===== config.mk =====
export PLATFORM = sky130hd
export DESIGN_NAME = link_credit_rx
export DESIGN_NICKNAME = d
export VERILOG_FILES = /design/src/rtl/link_pkg.sv /design/src/rtl/link_rx_fifo.sv /design/src/rtl/link_credit_rx.sv
export SDC_FILE = /design/constraint.sdc
export NUM_CORES = 1
export LEC_CHECK = 0
export BUFFER_PORTS_ARGS = -buffer_cell sky130_fd_sc_hd__buf_2
export CAP_MARGIN = 20
export CELL_PAD_IN_SITES_DETAIL_PLACEMENT = 1
export CELL_PAD_IN_SITES_GLOBAL_PLACEMENT = 1
export CORE_ASPECT_RATIO = 0.8
export CORE_UTILIZATION = 43
export DETAILED_ROUTE_END_ITERATION = 10
export GPL_ROUTABILITY_DRIVEN = 0
export PLACE_DENSITY_LB_ADDON = 0.08
export SLEW_MARGIN = 5
export SYNTH_ARGS = -nofsm -noshare
export SYNTH_HDL_FRONTEND = slang
export SYNTH_SLANG_ARGS = --single-unit

===== constraint.sdc =====
create_clock -name clk -period 2.4 [get_ports clk]
set_clock_uncertainty 0.1 [all_clocks]
set_input_delay 0.12 -clock clk [delete_from_list [all_inputs] [get_ports clk]]
set_output_delay 0.12 -clock clk [all_outputs]
set_load 0.03 [all_outputs]

===== src/rtl/link_pkg.sv =====
// Shared sizing helpers for the credit-flow-controlled link.
// Imported by the receive buffer and the receiver top level.
package link_pkg;

    // Width of an occupancy counter that must hold values 0..depth inclusive.
    function automatic int unsigned CNT_W(input int unsigned depth);
        return $clog2(depth + 1);
    endfunction

    // Smallest buffer depth that keeps the credit loop from limiting throughput.
    function automatic int unsigned LINK_MIN_DEPTH(input int unsigned fwd, input int unsigned ret);
        return fwd + ret + 2;
    endfunction

endpackage


===== src/rtl/link_rx_fifo.sv =====
// Receive buffer: unreset storage array, wrapping read/write pointers and an occupancy count.
// Full/empty come from the count alone, so the pointers never need an extra wrap bit.
module link_rx_fifo
    import link_pkg::*;
#(
    parameter int unsigned WIDTH = 8,
    parameter int unsigned DEPTH = 8,
    localparam int unsigned PTR_W = $clog2(DEPTH),
    localparam int unsigned CW    = CNT_W(DEPTH)
) (
    input  logic             clk,
    input  logic             rst_n,
    input  logic             i_wr_en,
    input  logic [WIDTH-1:0] i_wr_data,
    input  logic             i_rd_en,
    output logic             o_rd_valid,
    output logic [WIDTH-1:0] o_rd_data,
    output logic [CW-1:0]    o_count,
    output logic             o_pop,
    output logic             o_drop
);

    logic [WIDTH-1:0] r_mem [DEPTH];
    logic [PTR_W-1:0] r_wptr;
    logic [PTR_W-1:0] r_rptr;
    logic [CW-1:0]    r_count;
    logic [CW-1:0]    w_count_d;

    logic w_full;
    logic w_empty;
    logic w_pop;
    logic w_push;

    assign w_full  = (r_count == CW'(DEPTH));
    assign w_empty = (r_count == '0);
    assign w_pop   = ~w_empty & i_rd_en;
    // A pop in the same cycle frees the slot the incoming beat needs.
    assign w_push  = i_wr_en & (~w_full | w_pop);

    always_comb begin
        w_count_d = r_count;
        unique case ({w_push, w_pop})
            2'b10:   w_count_d = r_count + 1'b1;
            2'b01:   w_count_d = r_count - 1'b1;
            default: w_count_d = r_count;
        endcase
    end

    always_ff @(posedge clk) begin
        if (w_push) begin
            r_mem[r_wptr] <= i_wr_data;
        end
    end

    always_ff @(posedge clk or negedge rst_n) begin
        if (!rst_n) begin
            r_wptr  <= '0;
            r_rptr  <= '0;
            r_count <= '0;
        end else begin
            if (w_push) begin
                r_wptr <= r_wptr + 1'b1;
            end
            if (w_pop) begin
                r_rptr <= r_rptr + 1'b1;
            end
            r_count <= w_count_d;
        end
    end

    assign o_rd_valid = ~w_empty;
    assign o_rd_data  = r_mem[r_rptr];
    assign o_count    = r_count;
    assign o_pop      = w_pop;
    assign o_drop     = i_wr_en & w_full & ~w_pop;

endmodule


===== src/rtl/link_credit_rx.sv =====
// Receiving end of a credit-flow-controlled link: buffers arriving beats, serves them in order,
// and returns one registered credit pulse per consumed beat.
module link_credit_rx
    import link_pkg::*;
#(
    parameter int unsigned WIDTH = 8,
    parameter int unsigned DEPTH = 8
) (
    input  logic                      clk,
    input  logic                      rst_n,
    input  logic                      in_valid,
    input  logic [WIDTH-1:0]          in_data,
    output logic                      out_valid,
    output logic [WIDTH-1:0]          out_data,
    input  logic                      out_ready,
    output logic                      credit_out,
    output logic [CNT_W(DEPTH)-1:0]   count,
    output logic                      overflow
);

    logic w_pop;
    logic w_drop;
    logic r_credit;
    logic r_overflow;

    link_rx_fifo #(
        .WIDTH (WIDTH),
        .DEPTH (DEPTH)
    ) u_fifo (
        .clk        (clk),
        .rst_n      (rst_n),
        .i_wr_en    (in_valid),
        .i_wr_data  (in_data),
        .i_rd_en    (out_ready),
        .o_rd_valid (out_valid),
        .o_rd_data  (out_data),
        .o_count    (count),
        .o_pop      (w_pop),
        .o_drop     (w_drop)
    );

    // Overflow is sticky: a dropped beat means the transmitter broke the credit contract.
    always_ff @(posedge clk or negedge rst_n) begin
        if (!rst_n) begin
            r_credit   <= 1'b0;
            r_overflow <= 1'b0;
        end else begin
            r_credit   <= w_pop;
            r_overflow <= r_overflow | w_drop;
        end
    end

    assign credit_out = r_credit;
    assign overflow   = r_overflow;

endmodule


==> flow_summary_export.csv, run 1 <==
group,metric,value,unit
clocking,cts_hold_buf,9,
clocking,cts_tree,"yes",
timing,rsz0062_at_grt,"no",
clocking,cts_root_buf,"clkbuf_8",
timing,finalSetupViolations,0,
power_and_ir_drop,ir_drop,0.575,mV
floorplanning,die_area,0.00779,sq mm
power_and_ir_drop,power-per-cell-area,1210,mW/mm^2
timing,max_freq,440,MHz
yosys,synth-seq-cells,76,
yosys,synth_compound_area_share,3.17,%
outcome,status,"finished clean",
cells_and_area,diodes,0,
grt,grt.total_usage,18.3,%
floorplanning,initial_core_util,45.5,%
floorplanning,row_count,27,
clocking,clock_path_buffers,2,
clocking,insertion_delay,0.34,ns
cells_and_area,fin_cells,310,
power_and_ir_drop,fin_total_pwr,4.60,mW
yosys,synthSimpleGateAreaFrac,5.16,%
grt,grt_pass1_wl,9970,um
hold_path,min_path_type,"in -> reg",
yosys,synth_warnings,0,
timing,min_period,2.27,ns
floorplanning,die_h,79.1,um
timing,period_share,94.6,%
route,wl,6390,um
cells_and_area,layout_commonest_cell,"edfxtp_1",
route,drc_errors,0,
yosys,syn_area,0.00320,sq mm
timing,fin_setup_tns,0,ns
yosys,synthArstFlopShare,15.8,%
cells_and_area,fin_util,53.9,%
worst_setup_path,arrival,2.37,ns
route,num_vias,1694,
power_and_ir_drop,p_leak,1.39,nW
yosys,syn_avg_cell_area,19.2,sq um
clocking,post_cts_buffers,0,
route,vias_per_cell,5.46,
clocking,cts_made_buffers,9,
clocking,path_clk_slew,0.07,ns
timing,worst_hold_slack,0.0756,ns
clocking,h-tree-depth,3,
cells_and_area,area_growth,18.4,%
grt,grt_max_degree,19,
floorplanning,pin_count,27,
grt,antenna_found_initial,0,
yosys,syn_nets,182,
yosys,synthFlopType,"edfxtp_1",
route,antenna_left,0,
worst_setup_path,start_kind,"register",
yosys,synth_top_family_by_area,"multiplexers",
cells_and_area,mostFrequentLayoutCells,"edfxtp_1, buf_2, mux4_1",
cells_and_area,nets,233,
worst_setup_path,r2r_setup_slack,0.13,ns
yosys,synth_fa_ha_area_share,1.17,%
run,cap_violations,0,
route,dr.pass1.iters,6,
worst_setup_path,path_max_fanout,9,
yosys,ys_seq_area_share,69.5,%
placement,dp.cells,285,
worst_setup_path,worstSetupPathType,"reg -> reg",
floorplanning,core,0.00703,sq mm
timing,max_slew_margin,61.4,%
cells_and_area,drive_gt1_share,30.5,%
timing,hold_viol,0,
yosys,synth.distinct_cells,32,
floorplanning,die-width,98.4,um
route,drt_iter0_drc,73,
yosys,syn_inst,167,
worst_setup_path,endpoint_kind,"register",
placement,port_buffers,26,
clocking,cts_resized,0,
yosys,synth_edf_count,64,
clocking,cts.sink_count,76,
timing,drv_slew,0,
placement,dp_hpwl,4260,um
timing,worst_slew_pin_slew,0.580,ns
yosys,synthMuxAreaShare,17.2,%
worst_setup_path,crit_required,2.50,ns
grt,first_global_vias,1828,
grt,overflow,0,
yosys,synth_xor_area_share,1.92,%
route,wl_per_cell,20.6,um
-- kinds of logic after synthesis --
| logic type | Yosys count |
|---|---|
| compound gates | 11 |
| xor+xnor | 7 |
| flops | 76 |
| simple gates | 33 |
| fa+ha+maj | 3 |
| mux | 28 |
| buf+inv | 9 |
-- report_power, final --
| group | leakage (nW) | internal, mW | switching, mW | total [mW] |
|---|---|---|---|---|
| logic | 0.560 | 0.749 | 0.935 | 1.68 |
| clock network | 0.101 | 0.581 | 0.439 | 1.02 |
| registers | 0.727 | 1.68 | 0.212 | 1.90 |
-- cell usage after synthesis (3+ instances only) --
cell type	n	area share, %
mux4_1	15	12
nand2_1	12	1.4
a21oi_1	3	0.47
nand2b_1	3	0.59
mux2_2	10	3.5
xnor2_1	5	1.4
nor2_1	6	0.70
dfrtp_1	12	9.4
ha_1	3	1.2
edfxtp_1	64	60
buf_2	3	0.47
nor3_1	5	0.78
-- sequential cells by signal (all words and copies together), names as in the netlist --
signal,cells
u_fifo.r_wptr,3
u_fifo.r_mem,64
u_fifo.o_count,4
overflow,1
u_fifo.r_rptr,3
credit_out,1
-- per-stage QoR --
| step | area (sq um) | setup WS (ns) |
|---|---|---|
| 2_1_floorplan | 3200 | 0.0237 |
| 3_3_place_gp | 3490 | 0.243 |
| 3_5_place_dp | 3490 | 0.152 |
| 4_1_cts | 3790 | 0.124 |
| 5_1_grt | 3790 | 0.0234 |
| 6_report | 3790 | 0.129 |
-- per-layer routing --
metal  up-vias  part of all wire, %  global-route usage [%]
met3         9                  3.1                    5.11
met5         -                    0                       0
li1        781                    -                       -
met4         0                  1.3                    6.72
met1       879                   45                    22.1
met2        25                   51                    31.5
-- worst max-delay path, cell delays in order (launching register included) --
cell and delay [ns]:
dfrtp_1 0.51, o41ai_4 0.39, nor2_1 0.11, xor2_1 0.16, ha_1 0.34, mux2_2 0.27
a21oi_1 0.14, o221ai_1 0.12
-- final timing paths --
path                              startpoint                 to  cells after the start
setup reg to reg           u_fifo.o_count[3]  u_fifo.o_count[1]                      7
hold reg to reg                     overflow           overflow                      1
setup / recovery           u_fifo.o_count[3]  u_fifo.o_count[1]                      7
hold / removal                      in_valid  u_fifo.o_count[1]                      2
max in group asynchronous              rst_n  u_fifo.o_count[2]                      2
min in group asynchronous              rst_n  u_fifo.o_count[0]                      2
-- cell type report --
class / instances / area [sq um]
Clock inverter: 5 / 76.3
Fill cell: 661 / 3240
Timing Repair Buffer: 48 / 330
Sequential cell: 76 / 2220
Clock buffer: 11 / 131
Multi-Input combinational cell: 82 / 915
Tap cell: 87 / 109
Inverter: 1 / 3.75
(Power assumes the default switching activity.)
==> run 2, diff against run 1 <==
- clock period: 2.4 -> 1.94 ns (I/O delays scaled with it)
==> run 2 against run 1 <==
The run now ends with negative setup slack left. Non-clock buffer count increased by 16. Register-to-register slack got worse by 0.29 ns. Routed wire length increased by 9.7%. Critical endpoint is now out_data[7]. Core utilization increased by 5.3 points. Highest routed layer unchanged. Via count increased by 4.7%. Largest power group is now combinational logic. Clock-buffer cell count decreased by 2. Sequential share of layout area decreased by 5.1 points. First-iteration DRC count increased by 22%. Die area unchanged.
==> flow_summary_export.csv, run 2 (same netlist as run 1, synthesis figures left out) <==
group,metric,value,unit
outcome,status,"complete, but fails checks",
outcome,violations,"negative setup slack",
cells_and_area,area_growth,30.1,%
placement,dp_hpwl,4520,um
power_and_ir_drop,p_leak,1.50,nW
worst_setup_path,worstSetupPathType,"reg -> out",
clocking,cts_root_buf,"clkbuf_8",
run,cap_violations,0,
clocking,cts.sink_count,76,
cells_and_area,mostFrequentLayoutCells,"edfxtp_1, buf_4, buf_2",
timing,max_freq,469,MHz
floorplanning,core,0.00703,sq mm
cells_and_area,fin_cells,326,
clocking,cts_tree,"yes",
cells_and_area,layout_commonest_cell,"edfxtp_1",
route,dr.pass1.iters,6,
placement,dp.cells,296,
timing,max_slew_margin,58.4,%
worst_setup_path,path_cells,"clkbuf_16 > mux4_2 > mux2_4 > buf_6",
worst_setup_path,start_kind,"register",
timing,worst_slew_pin_slew,0.623,ns
floorplanning,die_h,79.1,um
worst_setup_path,cpPeakStageDelay,0.50,ns
hold_path,hold_end,"u_fifo.o_count[1]",
worst_setup_path,worstReg2RegEnd,"u_fifo.o_count[1]",
route,vias_per_cell,5.44,
worst_setup_path,crit_required,1.74,ns
grt,grt.total_usage,20.1,%
floorplanning,row_count,27,
cells_and_area,diodes,0,
route,num_vias,1773,
timing,hold_viol,0,
worst_setup_path,r2r_start,"u_fifo.o_count[0]",
grt,grt_max_degree,19,
route,drt_iter0_drc,89,
timing,min_period,2.13,ns
route,drc_errors,0,
timing,finalSetupViolations,10,
worst_setup_path,rr_worst_depth,7,
worst_setup_path,arrival,1.93,ns
grt,antenna_found_initial,0,
cells_and_area,nets,249,
timing,rsz0062_at_grt,"yes",
placement,dp_worst_setup_slack,-0.199,ns
grt,first_global_vias,1912,
cells_and_area,fill_cells,637,
route,antenna_left,0,
cells_and_area,drive_gt1_share,52.3,%
clocking,insertion_delay,0.33,ns
clocking,path_clk_slew,0.08,ns
grt,grt_pass1_wl,11100,um
timing,period_share,110,%
floorplanning,die-width,98.4,um
route,wl_per_cell,21.5,um
worst_setup_path,slowest_stage,"mux4_2",
placement,port_buffers,26,
timing,drv_slew,0,
hold_path,min_path_type,"in -> reg",
power_and_ir_drop,power-per-cell-area,1590,mW/mm^2
worst_setup_path,path_max_fanout,8,
clocking,clock_path_buffers,2,
timing,worst_slack,-0.191,ns
floorplanning,initial_core_util,45.5,%
power_and_ir_drop,ir_drop,0.673,mV
cells_and_area,top_register,"u_fifo.r_mem",
route,wl,7000,um
cells_and_area,largest_reg_flops,64,
clocking,h-tree-depth,3,
floorplanning,die_area,0.00779,sq mm
clocking,cts_made_buffers,9,
floorplanning,pin_count,27,
grt,overflow,0,
hold_path,whs_path_depth,2,
hold_path,hold_path_startpoint,"in_valid",
worst_setup_path,r2r_setup_slack,-0.16,ns
worst_setup_path,endpoint_kind,"output port",
## run 2: cell count changes in the layout (fill, tap and decap cells not counted), moves of 5 or more
| cell | before | now |
|---|---|---|
| mux2_4 | 0 | 7 |
| mux4_2 | 1 | 16 |
| dfrtp_1 | 12 | 7 |
| nor3_1 | 5 | 0 |
| mux4_1 | 15 | 0 |
| dfrtp_2 | 0 | 5 |
| mux2_2 | 10 | 3 |
| nor2_1 | 6 | 1 |
| buf_2 | 26 | 18 |
| buf_4 | 12 | 20 |
| buf_6 | 0 | 10 |
## run 2: worst max path at each step
stage          depth (start not counted)               from                 to
2_1_floorplan                          7  u_fifo.o_count[0]  u_fifo.o_count[1]
3_3_place_gp                           7  u_fifo.o_count[0]  u_fifo.o_count[1]
3_5_place_dp                           7  u_fifo.o_count[0]  u_fifo.o_count[1]
4_1_cts                                4   u_fifo.r_rptr[0]        out_data[6]
5_1_grt                                4   u_fifo.r_rptr[0]        out_data[5]
6_report                               4   u_fifo.r_rptr[0]        out_data[7]
## run 2: timing repair
action,in CTS,in global routing
setup endpoints to repair,12,73
gates resized for setup,47,14
setup buffers,2,1
hold endpoints to repair,76,0
pin swaps,4,7
cloned,2,0
hold buffers,9,0
## run 2: worst max-delay path: cells and delay by family (launching register included)
kind | cells | cell delay, ns
buffers and inverters | 2 | 0.34
flip-flops | 1 | 0.47
multiplexers | 2 | 0.78
## run 2: routing by layer
layer	part of all wire [%]	routed length [um]	global-route usage, %	vias to the layer above
met3	3.3	228	5.63	6
li1	-	-	-	800
met2	48	3390	31.4	39
met4	0.91	64	5.22	0
met1	47	3320	27.9	928
met5	0	0	0	-
## run 2: metrics by stage
| stage | utilization [%] | TNS [ns] | power, mW | cell area [sq um] | hold slack [ns] |
|---|---|---|---|---|---|
| 2_1_floorplan | - | -1.19 | 3.95 | 3260 | -0.299 |
| 3_3_place_gp | 52.4 | -0.108 | 4.62 | 3680 | -0.111 |
| 3_5_place_dp | 52.4 | -0.286 | 4.75 | 3680 | -0.0949 |
| 4_1_cts | 58.5 | -2.08 | 6.65 | 4110 | 0.0710 |
| 5_1_grt | 59.2 | -2.37 | 6.95 | 4160 | 0.0784 |
| 6_report | 59.2 | -1.66 | 6.64 | 4160 | 0.0802 |
## run 2: power by group
part	total, mW	internal (mW)	switching [mW]	leakage, nW
clock	1.29	0.717	0.569	0.101
combinational	2.97	1.52	1.44	0.682
sequential	2.38	2.09	0.290	0.721
## run 2: final cells by class
| class | count | area [sq um] | area share (%) |
|---|---|---|---|
| clock buffer | 9 | 124 | 2.98 |
| clock inverter | 7 | 91.3 | 2.19 |
| inverter | 1 | 3.75 | 0.0902 |
| multi-input combinational | 82 | 1010 | 24.3 |
| sequential | 76 | 2230 | 53.5 |
| tap | 87 | 109 | 2.62 |
| timing repair buffer | 64 | 593 | 14.3 |
